## config.mk

```make
export PLATFORM = sky130hd
export DESIGN_NAME = icache_refill_ctrl
export DESIGN_NICKNAME = d
export VERILOG_FILES = /design/src/rtl/icache_refill_ctrl.sv
export SDC_FILE = /design/constraint.sdc
export NUM_CORES = 1
export LEC_CHECK = 0
export ABC_AREA = 0
export CORE_MARGIN = 8
export CORE_UTILIZATION = 47
export DETAILED_ROUTE_END_ITERATION = 8
export PLACE_DENSITY = 0.95
export SETUP_SLACK_MARGIN = 0.2
export SLEW_MARGIN = 20
export SYNTH_ARGS = -nofsm -noshare
export SYNTH_HDL_FRONTEND = slang
export SYNTH_SLANG_ARGS = --single-unit
```

## constraint.sdc

```tcl
create_clock -name clk -period 5.5 [get_ports clk]
set_clock_uncertainty 0.15 [all_clocks]
set_input_delay 1.1 -clock clk [delete_from_list [all_inputs] [get_ports clk]]
set_output_delay 1.1 -clock clk [all_outputs]
set_load 0.01 [all_outputs]
```

## src/rtl/icache_refill_ctrl.sv

```systemverilog
// I-cache line refill controller.
// Takes one miss request at a time and fetches the whole line over AHB-Lite as a
// single read-only wrapping burst that starts at the missed word. The missed word
// is forwarded as soon as it arrives. The full line is delivered one cycle after
// its last beat. An hresp ERROR abandons the burst and reports a single err pulse.
module icache_refill_ctrl #(
    parameter int ADDR_W     = 32,
    parameter int DATA_W     = 32,
    parameter int LINE_WORDS = 4
) (
    input  logic                         clk,
    input  logic                         rstn,
    // Miss interface
    input  logic                         miss_req,
    input  logic [ADDR_W-1:0]            miss_addr,
    output logic                         miss_ack,
    output logic                         busy,
    // Cache array interface
    output logic                         crit_valid,
    output logic [DATA_W-1:0]            crit_data,
    output logic                         line_valid,
    output logic [ADDR_W-1:0]            line_addr,
    output logic [LINE_WORDS*DATA_W-1:0] line_data,
    output logic                         err,
    // AHB-Lite master
    output logic [ADDR_W-1:0]            haddr,
    output logic [1:0]                   htrans,
    output logic [2:0]                   hburst,
    output logic                         hwrite,
    output logic [2:0]                   hsize,
    input  logic                         hready,
    input  logic [DATA_W-1:0]            hrdata,
    input  logic                         hresp
);

    localparam int OFF_W      = $clog2(LINE_WORDS);   // word-offset bits within a line
    localparam int BYTE_OFF_W = OFF_W + 2;            // byte-offset bits within a line
    localparam int CNT_W      = OFF_W + 1;            // beat counter must reach LINE_WORDS

    localparam logic [CNT_W-1:0]  LAST_BEAT = CNT_W'(LINE_WORDS);
    localparam logic [ADDR_W-1:0] LINE_MASK = ~ADDR_W'(LINE_WORDS*4 - 1);

    localparam logic [1:0] HTRANS_IDLE   = 2'b00;
    localparam logic [1:0] HTRANS_NONSEQ = 2'b10;
    localparam logic [1:0] HTRANS_SEQ    = 2'b11;

    localparam logic [2:0] HBURST_CODE = (LINE_WORDS == 16) ? 3'b110 :
                                         (LINE_WORDS == 8)  ? 3'b100 : 3'b010;

    typedef enum logic [1:0] {
        S_IDLE,   // waiting for a miss
        S_ADDR,   // NONSEQ address phase of beat 0
        S_BEATS,  // address phase of beat k overlapping data phase of beat k-1
        S_ERR     // waiting out the second cycle of an error response
    } state_t;

    state_t             state_q, state_d;
    logic [CNT_W-1:0]   beat_q, beat_d;     // address beat in flight; data beat is beat_q-1
    logic [ADDR_W-1:0]  base_q;             // line base address
    logic [OFF_W-1:0]   start_q;            // critical word offset
    logic [DATA_W-1:0]  words_q [LINE_WORDS];

    logic               addr_en;
    logic [OFF_W-1:0]   addr_off;
    logic [OFF_W-1:0]   wr_off;
    logic               capture;
    logic               line_done;
    logic               err_set;

    assign hburst    = HBURST_CODE;
    assign hwrite    = 1'b0;
    assign hsize     = 3'b010;
    assign busy      = (state_q != S_IDLE);
    assign line_addr = base_q;

    // The word arriving in the current data phase belongs to the previous address beat.
    assign wr_off = start_q + beat_q[OFF_W-1:0] - OFF_W'(1);

    // Address shown on the bus; zero whenever no transfer is being requested.
    assign haddr = addr_en ? (base_q | ADDR_W'({addr_off, 2'b00})) : '0;

    // Next-state logic and the per-state bus/handshake controls.
    always_comb begin
        // NOTE: every signal written here gets a default first, so no path leaves one unassigned and no latch is inferred.
        state_d   = state_q;
        beat_d    = beat_q;
        miss_ack  = 1'b0;
        htrans    = HTRANS_IDLE;
        addr_en   = 1'b0;
        addr_off  = '0;
        capture   = 1'b0;
        line_done = 1'b0;
        err_set   = 1'b0;

        unique case (state_q)
            S_IDLE: begin
                miss_ack = miss_req;
                if (miss_req) begin
                    state_d = S_ADDR;
                end
            end

            S_ADDR: begin
                htrans   = HTRANS_NONSEQ;
                addr_en  = 1'b1;
                addr_off = start_q;
                if (hready) begin
                    state_d = S_BEATS;
                    beat_d  = CNT_W'(1);
                end
            end

            S_BEATS: begin
                // Keep issuing SEQ addresses until all of them are out; the last data phase runs under IDLE.
                if (beat_q != LAST_BEAT) begin
                    htrans   = HTRANS_SEQ;
                    addr_en  = 1'b1;
                    addr_off = start_q + beat_q[OFF_W-1:0];
                end
                if (hresp) begin
                    // First cycle of an error response: drop the pending transfer next cycle.
                    state_d = S_ERR;
                end else if (hready) begin
                    capture = 1'b1;
                    if (beat_q == LAST_BEAT) begin
                        line_done = 1'b1;
                        state_d   = S_IDLE;
                    end else begin
                        beat_d = beat_q + CNT_W'(1);
                    end
                end
            end

            S_ERR: begin
                if (hready) begin
                    err_set = 1'b1;
                    state_d = S_IDLE;
                end
            end

            default: state_d = S_IDLE;
        endcase
    end

    // FSM state and beat counter.
    always_ff @(posedge clk or negedge rstn) begin
        if (!rstn) begin
            state_q <= S_IDLE;
            beat_q  <= '0;
        end else begin
            // NOTE: sequential state uses non-blocking assignments so every register sees pre-edge values.
            state_q <= state_d;
            beat_q  <= beat_d;
        end
    end

    // Latch line base and critical word offset when a miss is accepted.
    always_ff @(posedge clk or negedge rstn) begin
        if (!rstn) begin
            base_q  <= '0;
            start_q <= '0;
        end else if (miss_ack) begin
            base_q  <= miss_addr & LINE_MASK;
            start_q <= miss_addr[BYTE_OFF_W-1:2];
        end
    end

    // Line buffer: each captured beat lands in its address-order slot.
    always_ff @(posedge clk or negedge rstn) begin
        if (!rstn) begin
            // NOTE: the buffer is a handful of flops, not a RAM macro, so clearing it on reset is legal and cheap.
            for (int i = 0; i < LINE_WORDS; i++) begin
                words_q[i] <= '0;
            end
        end else if (capture) begin
            words_q[wr_off] <= hrdata;
        end
    end

    // Registered pulses towards the cache: critical word, completed line, bus error.
    always_ff @(posedge clk or negedge rstn) begin
        if (!rstn) begin
            crit_valid <= 1'b0;
            crit_data  <= '0;
            line_valid <= 1'b0;
            err        <= 1'b0;
        end else begin
            crit_valid <= capture && (beat_q == CNT_W'(1));
            if (capture && (beat_q == CNT_W'(1))) begin
                crit_data <= hrdata;
            end
            line_valid <= line_done;
            err        <= err_set;
        end
    end

    // Flatten the line buffer onto the line_data bus.
    always_comb begin
        line_data = '0;
        for (int i = 0; i < LINE_WORDS; i++) begin
            line_data[i*DATA_W +: DATA_W] = words_q[i];
        end
    end

endmodule

```

==> After elaboration in Yosys (flattened, before gate mapping) <==
Cells that the tools add are included.
{ "totals": {"ff_bits": 198, "in_bits": 69, "wordCells": 71, "out_inout_bits": 238} }
{ "classes": {"mux": 31, "magnitude_cmp": 2, "bitwise_logic": 2, "eq_ne": 14, "n_addsub": 3, "n_reduce_logical": 7} }
{ "ops": {"columns": ["operator", "count"], "rows": [
  ["$bwmux W128", 1],
  ["$demux W32 S2", 1],
  ["$mux W32", 2],
  ["$or A32 B4 Y32", 1],
  ["$mux W2", 8],
  ["$mux W3", 4],
  ["$ne A2 B2 Y1 const B", 6],
  ["$mux W1", 10],
  ["$reduce_and A5 Y1", 2],
  ["$ne A3 B3 Y1 const B", 3],
  ["$pmux W2 S2", 2],
  ["$pmux W2 S4", 1],
  ["$pmux W3 S2", 1],
  ["$eq A2 B2 Y1 const B", 2],
  ["$reduce_bool A2 Y1", 2],
  ["$add A3 B1 Y3 const B", 1],
  ["$eq A3 B1 Y1 const B", 1],
  ["$eq A3 B3 Y1 const B", 1],
  ["$ge A3 B3 Y1 const B", 1],
  ["$lt A3 B1 Y1 const B", 1],
  ["$not A2 Y3", 1],
  ["$add A2 B2 Y2", 1],
  ["$eq A2 B1 Y1 const B", 1],
  ["$logic_and A1 B1 Y1", 2],
  ["other kinds (3)", 3]
]} }

==> Logic depth before layout (Yosys ltp) <==
{ "logic_depth": {"ltp_word": 8, "ltp_mapped": 8, "depth_no_buf": 6} }

==> Worst setup path before layout <==
Ideal clock, no wire load.
{ "synth_path": {"kind": "flip-flop to output port", "start": "reg state_q[0]", "end": "out haddr[12]", "stages_incl_launch_ff": 9, "setup_slack_ns": 2.547, "required_time_ns": 4.250, "n_path_buf": 3, "arrival_time_ns": 1.703, "path_cell_list": "dfrtp_1 > inv_1 > ha_1 > clkbuf_1 > a21oi_1 > nor2b_1 > clkbuf_1 > clkbuf_1 > and2_1"} }
{ "synth_between": {"elab_chain_len": 3, "word_cells_on_any_way": 4, "classes_between": "eq/ne: 2; mux: 2"} }
{ "synth_rtl": {"columns": ["element", "line_no", "text"], "rows": [
  ["start, declared", "57", "state_t state_q, state_d;"],
  ["start signal, assigned", "152", "state_q <= state_d;"],
  ["$eq A2 B2 Y1 or $eq A2 B1 Y1 (tied branches)", "95", "unique case (state_q)"],
  ["$pmux W1 S2 *", "95", null],
  ["$mux W32 *", "80", "assign haddr = addr_en ? (base_q | ADDR_W'({addr_off, 2'b00})) : '0;"],
  ["end, declared", "26", "output logic [ADDR_W-1:0] haddr,"]
]} }
Every way passes the cells marked *; elsewhere a longest branch is shown, timed or not.

==> Worst setup path in the final report <==
{ "layout_path": {"start": "reg beat_q[0]", "end": "out haddr[21]"} }
{ "layout_between": {"elab_chain_len": 4} }
{ "layout_rtl": {"columns": ["element", "line_no", "text"], "rows": [
  ["start, declared", "58", "logic [CNT_W-1:0] beat_q, beat_d;"],
  ["start signal, assigned", "153", "beat_q <= beat_d;"],
  ["$ne A3 B3 Y1", "115", "if (beat_q != LAST_BEAT) begin"],
  ["$mux W1", "115", null],
  ["$pmux W1 S2", "95", null],
  ["$mux W32", "80", null]
]} }
Every way passes these cells.

==> run_results.csv <==
group,metric,value,unit
global_route,grt_remaining_overflow,0,
clock_network,cts_hold_repair.buffers,0,
drt,routedWlPerCell,20.88,µm
run,drv_cap,0,
floorplan,fp.dieH,146.3,µm
logic_synthesis,synth_area_leaders,"dfrtp_1, mux2_2, mux2_1, and2_1, buf_4",
clock_network,clk_pin_slew,0.07,ns
cells_and_area,finalNetCount,884,
cells_and_area,final_util,70.42,%
clock_network,clockRootBuffer,"clkbuf_16",
clock_network,clockBufferDepth,2,
logic_synthesis,async_flop_share,100.0,%
placed_design,io_buffers,291,
global_route,grt_max_degree,115,
placed_design,place_area,0.01107,mm²
placed_design,dp_hpwl,15.91,mm
floorplan,rows,47,
min_path,min_from,"crit_data[19]$_DFFE_PN0P_",
global_route,grt_pass1_wl,34.55,mm
setup_path,worstSetupStartpoint,"beat_q[0]$_DFFE_PN0P_",
drt,vias,5247,
min_path,hp-class,"flop to flop",
setup_path,critical_path_class,"flop to primary output",
timing,period_share,77.55,%
logic_synthesis,synthesis.area,0.007974,mm²
floorplan,core,0.01658,mm²
drt,ant_nets,0,
cells_and_area,layout-drive-gt1-share,24.79,%
logic_synthesis,synth-edff-count,0,
timing,worst_pin_slew,1.004,ns
drt,drt_iter0_drc,193,
timing,max_freq,234.4,MHz
cells_and_area,fin_cells,1039,
timing,finalHoldViolCount,0,
timing,setup_viol,0,
setup_path,cp-start-kind,"flop",
logic_synthesis,synth_cells,512,
logic_synthesis,avgSynthCellArea,15.57,µm²
timing,rsz0062_at_grt,"no",
timing,hold_slack,0.3407,ns
clock_network,cts_buffers,17,
logic_synthesis,yosys_warnings,0,
cells_and_area,areaGrowthSynthToFinish,46.45,%
timing,drv_slew,0,
setup_path,worstReg2RegStart,"state_q[0]$_DFFE_PN0P_",
logic_synthesis,ys_seq_area_share,62.14,%
drt,drc,0,
global_route,antenna_found_initial,0,
drt,post_drt_via_cell_ratio,5.050,
logic_synthesis,synth.distinct_cells,31,
placed_design,preCtsSetupSlack,1.690,ns
global_route,first_global_vias,5952,
power,p_per_area,621.1,mW/mm²
timing,finalSetupTns,0,ns
power,ir_drop,0.0003522,V
clock_network,clkLatencyLatePin,0.42,ns
cells_and_area,layout_common_cells,"clkdlybuf4s50_1, dfrtp_1, mux2_2",
cells_and_area,final_common_cell,"clkdlybuf4s50_1",
clock_network,cts_resized,0,
timing,fin_ws,1.235,ns
outcome,status,"completed",
timing,relSlewSlack,32.84,%
logic_synthesis,yosys.area.top_type,"dfrtp_1",
power,leakagePower,5.174,nW
clock_network,clock-sinks,198,
cells_and_area,num_antenna_cells,0,
floorplan,die_area,0.02139,mm²
logic_synthesis,synth_top_area_share,62.14,%
drt,firstDrtPassIters,5,
global_route,gr-usage-all-layers,20.47,%
logic_synthesis,ys_ff_latch,198,
setup_path,cp-end-kind,"primary output",
clock_network,cts_tree,"done",
setup_path,cp_data_required_time,4.25,ns
timing,period_minus_slack,4.265,ns
floorplan,ioPinCount,307,
floorplan,die_w,146.3,µm
setup_path,cp_max_fo,19,
power,power.total,7.252,mW
placed_design,dp_cells,1007,
clock_network,htreeDepth,4,
floorplan,initial_utilization,48.08,%
logic_synthesis,synth_ff_type,"dfrtp_1",
clock_network,postCtsSetupRepairBufs,0,
drt,wl,21.70,mm
placed_design,gp_congestion,0.7643,
setup_path,worstPathArrival,3.02,ns
cells_and_area,finish.instance_area,0.01168,mm²
## power breakdown
part           switching (mW)  internal [mW]  total [mW]
combinational            1.36           2.07        3.42
sequential              0.408           2.15        2.56
clock                   0.573          0.697        1.27
## cells in the mapped netlist, types with 2 or more instances
cell type and count:
a21oi_1 5, a22o_1 2, and2_1 29, buf_2 6
buf_4 20, buf_6 3, clkbuf_1 7, conb_1 2
dfrtp_1 198, ha_1 9, inv_1 9, mux2_1 39
mux2_2 151, nand2_1 5, nand3_1 4, nor2_1 3
nor2b_1 4, nor3b_4 2, o21ai_0 2
## logic make-up after synthesis
| group | count (synthesis) | synth area share [%] |
|---|---|---|
| XOR/XNOR | 2 | 0.5493 |
| AND/OR/NAND/NOR | 51 | 4.284 |
| other | 2 | 0.09418 |
| adder cells (fa/ha/maj) | 9 | 1.412 |
| multiplexers | 190 | 26.83 |
| flip-flops | 198 | 62.14 |
| AO/OA/AOI/OAI | 14 | 1.208 |
| buffers and inverters | 46 | 3.483 |
## sequential cells by signal (all words and copies together), names as in the netlist
signal / flops
crit_data: 32
state_q: 2
crit_valid: 1
err: 1
line_valid: 1
beat_q: 3
start_q: 2
line_addr: 28
line_data: 128
## area by class of cell
class	count	area [µm²]
sequential	198	4955
fill	1122	4906
timing repair buffer	301	3020
multi-input combinational	279	2785
clock buffer	18	439.2
tap	220	275.3
clock inverter	14	168.9
inverter	9	33.78
## critical path, stage by stage, from the launching register on
cell and delay, ns:
dfrtp_1 0.42, inv_1 0.10, ha_1 0.24, nand2_1 0.18, a21oi_1 0.11, nor2b_1 0.51, buf_4 0.32, and2_1 0.16
clkdlybuf4s50_1 0.56
## path summary, 6_finish.rpt
path / end / slack (ns) / cells after the start
setup / recovery: haddr[21] / 1.23 / 8
hold / removal: crit_data[19]$_DFFE_PN0P_ / 0.34 / 1
setup reg to reg: line_data[2]$_DFFE_PN0P_ / 2.55 / 6
hold reg to reg: crit_data[19]$_DFFE_PN0P_ / 0.34 / 1
max in group asynchronous: crit_data[23]$_DFFE_PN0P_ / 3.41 / 2
min in group asynchronous: line_data[46]$_DFFE_PN0P_ / 0.63 / 1
## routing by layer
layer | global-route usage (%) | wire (µm) | vias up
met3 | 8.560 | 1794 | 21
met5 | 0 | 0 | -
met2 | 35.46 | 11060 | 199
met1 | 22.75 | 8541 | 2684
li1 | - | - | 2343
met4 | 5.461 | 297 | 0
Power figures use the tool's default switching activity.
